[src/rtl/hazard_pkg.sv]
// Shared types and constants for the pipeline hazard controller.
package hazard_pkg;

  localparam logic [1:0] FWD_RF  = 2'b00;
  localparam logic [1:0] FWD_WB  = 2'b01;
  localparam logic [1:0] FWD_MEM = 2'b10;

  typedef enum logic {
    RUN,
    WAIT
  } hz_state_e;

endpackage

[src/rtl/sat_counter.sv]
// Saturating up-counter: increments by one per enabled edge and holds at all ones.
module sat_counter #(
  parameter int unsigned W = 16
) (
  input  logic         clk,
  input  logic         rst,
  input  logic         inc,
  output logic [W-1:0] cnt
);

  logic [W-1:0] cnt_q, cnt_d;

  always_comb begin
    cnt_d = cnt_q;
    if (inc && (cnt_q != '1)) begin
      cnt_d = cnt_q + W'(1);
    end
  end

  always_ff @(posedge clk or negedge rst) begin
    if (!rst) begin
      cnt_q <= '0;
    end else begin
      cnt_q <= cnt_d;
    end
  end

  assign cnt = cnt_q;

endmodule

[src/rtl/hazard_ctrl.sv]
// Hazard controller for a 5-stage RV32I pipeline: forwarding selects, load-use stalls,
// branch flushes and a memory hold-off freeze with timeout, plus stall/flush counters.
module hazard_ctrl
  import hazard_pkg::*;
#(
  parameter int unsigned CNT_W       = 16,
  parameter int unsigned MEM_TIMEOUT = 255,
  parameter int unsigned TO_W        = 8
) (
  input  logic             clk,
  input  logic             rst,
  input  logic [4:0]       RS1_D,
  input  logic [4:0]       RS2_D,
  input  logic [4:0]       RS1_E,
  input  logic [4:0]       RS2_E,
  input  logic [4:0]       RD_E,
  input  logic [4:0]       RD_M,
  input  logic [4:0]       RD_W,
  input  logic             ResultSrcE,
  input  logic             RegWriteM,
  input  logic             RegWriteW,
  input  logic             PCSrcE,
  input  logic             MemReqM,
  input  logic             MemReadyM,
  output logic [1:0]       ForwardAE,
  output logic [1:0]       ForwardBE,
  output logic             StallF,
  output logic             StallD,
  output logic             StallE,
  output logic             StallM,
  output logic             FlushD,
  output logic             FlushE,
  output logic             MemErr,
  output logic [CNT_W-1:0] StallCnt,
  output logic [CNT_W-1:0] FlushCnt
);

  localparam logic [TO_W-1:0] ToMax = TO_W'(MEM_TIMEOUT);

  hz_state_e       state_q, state_d;
  logic [TO_W-1:0] to_q, to_d;
  logic            err_q, err_d;
  logic            lw_stall;
  logic            timeout_hit;
  logic            mem_hold;

  // Operand forwarding; the younger M-stage result wins over W.
  always_comb begin
    ForwardAE = FWD_RF;
    if (RegWriteM && (RD_M != 5'd0) && (RD_M == RS1_E)) begin
      ForwardAE = FWD_MEM;
    end else if (RegWriteW && (RD_W != 5'd0) && (RD_W == RS1_E)) begin
      ForwardAE = FWD_WB;
    end

    ForwardBE = FWD_RF;
    if (RegWriteM && (RD_M != 5'd0) && (RD_M == RS2_E)) begin
      ForwardBE = FWD_MEM;
    end else if (RegWriteW && (RD_W != 5'd0) && (RD_W == RS2_E)) begin
      ForwardBE = FWD_WB;
    end
  end

  assign lw_stall = ResultSrcE && (RD_E != 5'd0) && ((RD_E == RS1_D) || (RD_E == RS2_D));

  // On the timeout cycle the access is abandoned, so the freeze lifts immediately.
  assign timeout_hit = (state_q == WAIT) && !MemReadyM && (to_q == ToMax);
  assign mem_hold    = MemReqM && !MemReadyM && !timeout_hit;

  always_comb begin
    state_d = state_q;
    to_d    = to_q;
    err_d   = err_q;
    unique case (state_q)
      RUN: begin
        if (MemReqM && !MemReadyM) begin
          state_d = WAIT;
          to_d    = TO_W'(1);
        end
      end
      WAIT: begin
        if (MemReadyM) begin
          state_d = RUN;
          to_d    = '0;
        end else if (timeout_hit) begin
          state_d = RUN;
          to_d    = '0;
          err_d   = 1'b1;
        end else begin
          to_d = to_q + TO_W'(1);
        end
      end
      default: begin
        state_d = RUN;
        to_d    = '0;
      end
    endcase
  end

  always_ff @(posedge clk or negedge rst) begin
    if (!rst) begin
      state_q <= RUN;
      to_q    <= '0;
      err_q   <= 1'b0;
    end else begin
      state_q <= state_d;
      to_q    <= to_d;
      err_q   <= err_d;
    end
  end

  // Control outputs are masked during reset so an in-progress freeze drops at once.
  always_comb begin
    StallF = 1'b0;
    StallD = 1'b0;
    StallE = 1'b0;
    StallM = 1'b0;
    FlushD = 1'b0;
    FlushE = 1'b0;
    if (rst) begin
      if (mem_hold) begin
        StallF = 1'b1;
        StallD = 1'b1;
        StallE = 1'b1;
        StallM = 1'b1;
      end else if (PCSrcE) begin
        FlushD = 1'b1;
        FlushE = 1'b1;
      end else if (lw_stall) begin
        StallF = 1'b1;
        StallD = 1'b1;
        FlushE = 1'b1;
      end
    end
  end

  assign MemErr = err_q;

  sat_counter #(
    .W(CNT_W)
  ) u_stall_cnt (
    .clk(clk),
    .rst(rst),
    .inc(StallF),
    .cnt(StallCnt)
  );

  sat_counter #(
    .W(CNT_W)
  ) u_flush_cnt (
    .clk(clk),
    .rst(rst),
    .inc(FlushE),
    .cnt(FlushCnt)
  );

endmodule
[config.mk]
export PLATFORM = sky130hd
export DESIGN_NAME = hazard_ctrl
export DESIGN_NICKNAME = d
export VERILOG_FILES = /design/src/rtl/hazard_pkg.sv /design/src/rtl/sat_counter.sv /design/src/rtl/hazard_ctrl.sv
export SDC_FILE = /design/constraint.sdc
export NUM_CORES = 1
export LEC_CHECK = 0
export ABC_AREA = 1
export CELL_PAD_IN_SITES_DETAIL_PLACEMENT = 1
export CELL_PAD_IN_SITES_GLOBAL_PLACEMENT = 1
export CORE_ASPECT_RATIO = 0.7
export CORE_UTILIZATION = 34
export CTS_CLUSTER_SIZE = 10
export DETAILED_ROUTE_END_ITERATION = 10
export HOLD_SLACK_MARGIN = 0.08
export PLACE_DENSITY = 0.79
export SLEW_MARGIN = 20
export SYNTH_ARGS = -nofsm -noshare
export SYNTH_HDL_FRONTEND = slang
export SYNTH_SLANG_ARGS = --single-unit
[constraint.sdc]
create_clock -name clk -period 2.35 [get_ports clk]
set_clock_uncertainty 0.2 [all_clocks]
set_input_delay 0.235 -clock clk [delete_from_list [all_inputs] [get_ports clk]]
set_output_delay 0.235 -clock clk [all_outputs]
set_load 0.005 [all_outputs]
==> run_results.csv, run 1 <==
group,metric,value,unit
status,status,"finished, violations left",
status,violations,"negative setup slack",
clock_tree,numCtsBuffers,5,
logic_synthesis,synth_seq_cells,42,
floorplan,num_rows,28,
worst_hold_path,hold_path.class,"input pin to asynchronous set/reset pin",
logic_synthesis,synth_area_per_cell,6.867,um2
setup_path,crit_path_start_kind,"input pin",
grt,grt_usage,23.24,%
clock_tree,htreeDepth,2,
setup_path,worstSetupPathType,"input pin to primary output",
setup_path,critical_path_arrival,1.92,ns
timing,finalCritPeriodShare,100.4,%
timing,max_freq,424.0,MHz
logic_synthesis,dominantRegCellSynth,"dfrtp_1",
floorplan,die_y,81.05,um
grt,grt-ovfl-total,0,
logic_synthesis,ys_warn_count,0,
timing,hold_violations,0,
drt,vias,3241,
clock_tree,clock_path_buffers,2,
timing,finalSetupTns,-0.008406,ns
finish,fill_cells,1118,
logic_synthesis,synth.cell_area,3035,um2
drt,viasPerCell,4.801,
finish,syn_to_final_growth,45.26,%
finish,drive_gt1_share,11.71,%
setup_path,required,1.91,ns
drt,wl_per_cell,15.09,um
setup_path,ff2ff_setup_slack,0.18,ns
timing,max_slew_margin,64.00,%
power,ir_drop,0.0002777,V
clock_tree,cts_num_sinks,42,
finish,seqCellArea,1051,um2
grt,grt_max_degree,41,
finish,final_area,4409,um2
drt,drt_iter0_drc,95,
finish,num_antenna_cells,0,
logic_synthesis,netlist_top_cells_area,"dfrtp_1 (35%), nand2_1 (17%), nand3_1 (7.3%), inv_1 (7.2%), xor2_1 (6.1%)",
timing,slew_violations,0,
timing,fin_crit,2.358,ns
logic_synthesis,synth_top_area_cell,"dfrtp_1",
placement,io_buffers,85,
setup_path,crit_fanout,2,
timing,setup_violations,1,
placement,gp_congestion,0.8373,
run,drv_cap,0,
clock_tree,cts_tree,"yes",
finish,final_nets,601,
logic_synthesis,synth_edf_count,0,
grt,grt_pass1_vias,3427,
timing,grt_setup_unrepaired,"yes",
timing,worst_slew_pin_slew,0.5400,ns
finish,multiInputGateArea,1733,um2
logic_synthesis,synthDistinctLibCells,27,
floorplan,die_w,114.9,um
drt,wl,10.19,mm
drt,route.detailed.drc,0,
floorplan,start_util,35.51,%
logic_synthesis,yosysTopAreaCellShare,34.62,%
logic_synthesis,synth.most_common_cell,"nand2_1",
placement,placed_cell_area,4121,um2
logic_synthesis,synthTopCellsByCount,"nand2_1 (138), inv_1 (58), nand3_1 (44)",
setup_path,cp-startpoint,"RD_M[3]",
placement,dp_slack,-0.09667,ns
grt,antenna_found_initial,0,
timing,fin_ws,-0.008406,ns
floorplan,fp.dieArea,9315,um2
floorplan,ios,86,
setup_path,endpoint_kind,"primary output",
setup_path,rr_startpoint,"u_stall_cnt.cnt[1]",
power,leakage,2.225,nW
finish,utilization,51.58,%
logic_synthesis,async_reset_ff_share,100.0,%
placement,dp_hpwl,7.876,mm
clock_tree,clk_pin_slew,0.06,ns
power,p_per_area,515.5,nW/um2
drt,drtAntennaViolNets,0,
floorplan,core_region_area,8548,um2
drt,firstDrtPassIters,5,
logic_synthesis,synth_nets,488,
logic_synthesis,syn_inst,442,
logic_synthesis,seq_area_frac_synth,34.62,%
clock_tree,clock_latency,0.29,ns
clock_tree,clockRootBuffer,"clkbuf_16",
grt,grt_pass1_wl,16.80,mm
[flip-flops by register name, indices dropped and copies added (netlist names)]
name and flops:
to_q 8, u_stall_cnt.cnt 16, u_flush_cnt.cnt 16, state_q 1
MemErr 1
[path summary, 6_finish.rpt]
kind	end	depth (start not counted)
worst max-delay path	ForwardAE[0]	8
worst min-delay path	to_q[2]	2
worst max register to register	u_stall_cnt.cnt[0]	11
worst min register to register	MemErr	2
max in group asynchronous	MemErr	3
min in group clk	MemErr	2
[critical path: stages]
cell and delay, ns:
clkdlybuf4s50_1 0.42, buf_4 0.16, xor2_1 0.17, nor4_2 0.35
buf_4 0.17, buf_4 0.09, nor3_1 0.04, dlygate4sd2_1 0.28
[cells in the final DEF, fill, tap and decap left out, types with 3 or more instances in the layout]
master and n:
a21oi_1 3, buf_4 30, clkbuf_16 5, clkdlybuf4s50_1 67, dfrtp_1 42, dlygate4sd2_1 10, dlymetal6s2s_1 5, inv_1 58
inv_2 3, nand2_1 135, nand2_2 6, nand3_1 44, nand3b_1 3, nand4_1 20, nor2_1 42, nor2_4 3
nor3_1 9, o21ai_0 7, xnor2_1 18, xor2_1 20
[metrics by stage]
stage	std cells	power, mW	hold slack, ns
2_1_floorplan	442	1.114	-0.2606
3_3_place_gp	658	1.420	-0.1416
3_5_place_dp	658	1.452	-0.1421
4_1_cts	671	2.285	0.1297
5_1_grt	675	2.389	0.1425
6_report	675	2.273	0.1328
[report_power, final]
part           switching, mW  internal [mW]  leakage, nW
combinational          0.278          0.307         1.57
sequential            0.0881          0.788        0.568
clock                  0.286          0.525       0.0829
[timing repair]
action	4_1_cts	5_1_grt
hold buffers	1	0
setup buffers	5	4
pin swaps	5	3
resized for setup	16	17
endpoints found under the setup margin	10	26
endpoints found under the hold margin	42	0
[cell type report]
class | instances | share of cell area [%]
sequential | 42 | 23.84
tap | 120 | 3.405
multi-input combinational | 328 | 39.30
timing repair buffer | 116 | 24.29
inverter | 62 | 5.335
clock inverter | 1 | 0.6810
clock buffer | 6 | 3.150
[per-layer routing]
layer  share of wire (%)  vias up  track usage (%)
met5                   0        -                0
met2                  50       39            41.69
met4                0.87        0            4.545
li1                    -     1622                -
met3                 2.1        9            3.731
met1                  47     1571            29.74
[cells by family (layout without fill, tap and decap cells)]
family / count (synthesis) / after routing / share of synthesized area, %
AO/OA/AOI/OAI: 15 / 15 / 2.721
flip-flops: 42 / 42 / 34.62
XOR/XNOR: 40 / 40 / 11.54
buffers and inverters: 72 / 185 / 9.893
adder cells (fa/ha/maj): 3 / 3 / 1.237
AND/OR/NAND/NOR: 270 / 270 / 39.98
Power figures use the tool's default switching activity.
==> inputs of run 2 (changes only) <==
Settings changed: CORE_MARGIN set to 4.
==> run 2 against run 1 <==
Compared with the run above:
- the flow now finishes without violations
- register-to-register slack got worse by 0.03 ns
- utilization fell by 0.14 points
- worst hold slack got worse by 0.017 ns
- critical endpoint unchanged
- cell count fell by 0.15%
- sequential share of layout area barely moved
- total power rose by 0.28%
- fmax rose by 1.5%
- largest cell class unchanged
- highest routed layer unchanged
- setup slack improved by 0.035 ns
- global-route usage fell by 2.6 points
- die area rose by 13%
- first-iteration DRC count rose by 91%
==> run_results.csv, run 2 (synthesis gave the netlist of run 1 again) <==
group,metric,value,unit
status,status,"finished clean",
drt,wl,10.50,mm
grt,grt_usage,20.64,%
run,drv_cap,0,
floorplan,num_rows,28,
setup_path,endpoint_kind,"primary output",
floorplan,start_util,35.36,%
power,combinationalPowerShare,25.5,%
power,leakage,2.236,nW
timing,max_freq,430.4,MHz
finish,utilization,51.44,%
power,p_per_area,516.2,nW/um2
grt,grt-ovfl-total,0,
clock_tree,clockRootBuffer,"clkbuf_16",
clock_tree,clock_latency,0.30,ns
clock_tree,clock_path_buffers,2,
floorplan,die_y,87.05,um
grt,grt_max_degree,41,
placement,dp_hpwl,8.007,mm
power,clkPwrFrac,35.7,%
setup_path,worstSetupPathType,"input pin to primary output",
setup_path,r2r-end,"u_flush_cnt.cnt[0]",
grt,grt_pass1_vias,3510,
timing,holdWs,0.1161,ns
setup_path,ff2ff_setup_slack,0.15,ns
timing,hold_violations,0,
clock_tree,htreeDepth,2,
setup_path,worst_r2r_path_depth,11,
clock_tree,cts_tree,"yes",
timing,finalSetupTns,0,ns
timing,worst_slew_pin_slew,0.5530,ns
finish,layout_common_cells,"nand2_1 (135), clkdlybuf4s50_1 (67), inv_1 (58), nand3_1 (44), dfrtp_1 (41)",
timing,finalCritPeriodShare,98.86,%
finish,final_area,4415,um2
setup_path,rr_startpoint,"to_q[1]",
power,ir_drop,0.0001955,V
setup_path,required,1.91,ns
placement,placed_cell_area,4099,um2
floorplan,fp.dieArea,10530,um2
finish,syn_to_final_growth,45.47,%
clock_tree,numCtsBuffers,5,
grt,grt_pass1_wl,17.34,mm
power,p_int,1.602,mW
timing,slew_violations,0,
floorplan,core_region_area,8583,um2
drt,wl_per_cell,15.58,um
floorplan,die_w,120.9,um
drt,vias,3303,
floorplan,ios,86,
drt,route.detailed.drc,0,
worst_hold_path,hold_path.class,"input pin to asynchronous set/reset pin",
setup_path,critical_path_arrival,1.89,ns
power,p_sw,676.8,uW
finish,final_common_cell,"nand2_1",
clock_tree,clk_pin_slew,0.06,ns
timing,grt_setup_unrepaired,"yes",
placement,gp_congestion,0.8535,
finish,num_antenna_cells,0,
drt,drt_iter0_drc,181,
finish,fill_cells,1087,
power,netSwitchingFraction,29.70,%
setup_path,crit_fanout,2,
setup_path,crit_path_start_kind,"input pin",
clock_tree,cts_num_sinks,42,
finish,final_nets,599,
timing,fin_crit,2.323,ns
finish,drive_gt1_share,11.55,%
grt,antenna_found_initial,0,
timing,max_slew_margin,63.13,%
drt,drtAntennaViolNets,0,
timing,setup_violations,0,
drt,firstDrtPassIters,4,
placement,io_buffers,85,
power,seqPwrFrac,38.8,%
power,p_total,2.279,mW
drt,viasPerCell,4.901,
-- run 2: changes by cell type in the layout (fill, tap and decap cells not counted), moves of 2 or more --
cell	change
dlymetal6s2s_1	+3
nor2_1	-3
nor2_2	+3
buf_4	-2
clkbuf_2	-2
dlygate4sd2_1	-2
-- run 2: layer usage --
metal / routed length [um] / GRT usage (%) / up-vias
met4: 163 / 6.173 / 0
met3: 230 / 3.442 / 11
met1: 4933 / 27.03 / 1634
met2: 5175 / 35.23 / 39
li1: - / - / 1619
met5: 0 / 0 / -
-- run 2: worst max-delay path, cell delays in order --
cell             delay, ns
clkdlybuf4s50_1       0.42
buf_4                 0.16
xnor2_2               0.16
nand3_1               0.11
nor4_1                0.27
buf_4                 0.16
buf_4                 0.09
nor3_1                0.04
clkdlybuf4s15_1       0.23
-- run 2: power by group through the flow --
stage / combinational [mW] / clock [mW] / sequential, mW
3_5_place_dp: 0.550 / 0 / 0.893
3_3_place_gp: 0.526 / 0 / 0.887
2_1_floorplan: 0.236 / 0 / 0.879
5_1_grt: 0.648 / 0.850 / 0.900
6_report: 0.582 / 0.814 / 0.883
4_1_cts: 0.568 / 0.828 / 0.879
-- run 2: worst max path at each step --
stage	startpoint	slack [ns]	depth (start not counted)	end
2_1_floorplan	to_q[0]	0.43	10	StallF
3_3_place_gp	RD_E[3]	-0.03	10	StallD
3_5_place_dp	RD_E[0]	-0.12	10	StallD
4_1_cts	RD_M[0]	0.0007	7	ForwardAE[1]
5_1_grt	RD_M[4]	-0.06	8	ForwardAE[0]
6_report	RD_M[0]	0.03	9	ForwardAE[0]
-- run 2: area by class of cell --
class	instances	area [um2]	share of cell area (%)
clock buffer	6	128.9	2.919
timing repair buffer	114	1076	24.37
sequential	42	1052	23.83
multi-input combinational	328	1738	39.36
clock inverter	2	37.54	0.8501
tap	120	150.1	3.400
inverter	62	232.7	5.271
-- run 2: metrics by stage --
stage / std cells / worst slack [ns]
final: 674 / 0.02669
after global routing: 674 / -0.06134
after CTS: 667 / 0.0007483
after detailed placement: 655 / -0.1208
after global placement: 655 / -0.03357
after floorplan: 442 / 0.4253
-- run 2: repair_timing --
item | in CTS | in global routing
endpoints found under the setup margin | 9 | 19
hold endpoints to repair | 42 | 0
pin swaps | 2 | 8
buffers inserted | 3 | 7
resized for setup | 13 | 19
hold buffers | 1 | 0
==> inputs of run 3 (changes only) <==
Settings changed: SKIP_CTS_REPAIR_TIMING set to 1.
==> run 3 against run 2 <==
Compared with the run above:
- sequential power hardly changed
- critical endpoint unchanged
- setup slack better by 0.080 ns
- non-clock buffer count is 6 lower
==> run_results.csv, run 3 (synthesis gave the netlist of run 1 again) <==
group,metric,value,unit
status,status,"finished clean",
setup_path,path_buf_inv,5,
clock_tree,clock_path_buffers,2,
placement,dpl.cell_count,655,
clock_tree,numCtsBuffers,5,
timing,worst_slew_pin_slew,0.5588,ns
grt,antenna_found_initial,0,
timing,setup_violations,0,
grt,grt-ovfl-total,0,
drt,wl_per_cell,15.57,um
power,ir_drop,0.0002135,V
setup_path,crit_fanout,2,
drt,drt_iter0_drc,160,
placement,dp_hpwl,8.007,mm
finish,layout_common_cells,"nand2_1 (137), clkdlybuf4s50_1 (66), inv_1 (58), nand3_1 (44)",
placement,gp_congestion,0.8535,
finish,final_nets,593,
floorplan,ios,86,
clock_tree,clock_latency,0.29,ns
drt,vias,3272,
setup_path,cp_common_cell,"buf_4",
power,p_per_area,513.3,nW/um2
floorplan,num_rows,28,
timing,finalSetupTns,0,ns
timing,fin_crit,2.244,ns
floorplan,core_region_area,8583,um2
clock_tree,htreeDepth,2,
clock_tree,cts_num_sinks,42,
power,leakage,2.319,nW
floorplan,start_util,35.36,%
grt,grt_max_degree,41,
worst_hold_path,hold_path.class,"input pin to asynchronous set/reset pin",
clock_tree,clockRootBuffer,"clkbuf_16",
timing,holdWs,0.1132,ns
drt,drtAntennaViolNets,0,
grt,grt_pass1_wl,17.18,mm
finish,num_antenna_cells,0,
floorplan,fp.dieArea,10530,um2
grt,grt_usage,20.45,%
timing,grt_setup_unrepaired,"no",
power,p_total,2.255,mW
setup_path,required,1.91,ns
timing,max_slew_margin,62.75,%
finish,utilization,51.18,%
finish,final_common_cell,"nand2_1",
setup_path,endpoint_kind,"primary output",
drt,route.detailed.drc,0,
setup_path,critPathSlowestCell,"clkdlybuf4s50_1",
setup_path,crit_path_start_kind,"input pin",
timing,slew_violations,0,
placement,io_buffers,85,
finish,fill_cells,1080,
drt,wl,10.40,mm
clock_tree,cts_tree,"yes",
clock_tree,clk_pin_slew,0.06,ns
timing,max_freq,445.7,MHz
floorplan,die_y,87.05,um
drt,firstDrtPassIters,4,
grt,grt_pass1_vias,3481,
timing,hold_violations,0,
setup_path,critical_path_arrival,1.81,ns
setup_path,worstSetupPathType,"input pin to primary output",
finish,finalNonFillerCells,668,
finish,drive_gt1_share,9.854,%
setup_path,crit_chain,"clkdlybuf4s50_1 > buf_4 > xnor2_2 > nand3_1 > nor4_1 > buf_4 > buf_4 > nor3_1 > dlymetal6s2s_1",
setup_path,slowest_delay,0.43,ns
setup_path,critical_path.top_delay_family,"buffers and inverters",
floorplan,die_w,120.9,um
drt,viasPerCell,4.898,
run,drv_cap,0,
finish,syn_to_final_growth,44.72,%
timing,finalCritPeriodShare,95.48,%
## run 3: power breakdown
part | switching (mW) | internal (mW) | leakage [nW] | total (mW)
combinational | 0.264 | 0.297 | 1.68 | 0.561
clock | 0.310 | 0.503 | 0.0771 | 0.812
sequential | 0.0924 | 0.789 | 0.567 | 0.881
## run 3: routing by layer
metal	track usage [%]	share of wire (%)	vias up
met1	26.87	48	1610
li1	-	-	1607
met5	0	0	-
met3	3.247	2.0	14
met4	5.864	1.7	0
met2	35.03	49	41
## run 3: path summary, 6_finish.rpt
path	start	cells past startpoint	end	slack, ns
min	rst	2	to_q[2]	0.11
max reg2reg	u_stall_cnt.cnt[1]	11	u_stall_cnt.cnt[13]	0.25
max in group asynchronous	rst	3	u_stall_cnt.cnt[0]	1.06
max	RD_M[0]	9	ForwardAE[0]	0.11
min reg2reg	MemErr	2	MemErr	0.28
min in group clk	MemErr	2	MemErr	0.28
## run 3: metrics by stage
step | setup WS, ns | cell area [um2]
after floorplan | 0.4253 | 3035
after detailed placement | -0.1208 | 4099
final | 0.1063 | 4393
after CTS | -0.2122 | 4265
after global routing | 0.03236 | 4393
after global placement | -0.03357 | 4099
## run 3: layout make-up
type,count,area (um2),share of cell area (%)
timing repair buffer,108,1066,24.27
inverter,62,232.7,5.298
clock inverter,2,37.54,0.8545
multi-input combinational,328,1725,39.28
tap,120,150.1,3.418
sequential,42,1052,23.95
clock buffer,6,128.9,2.934
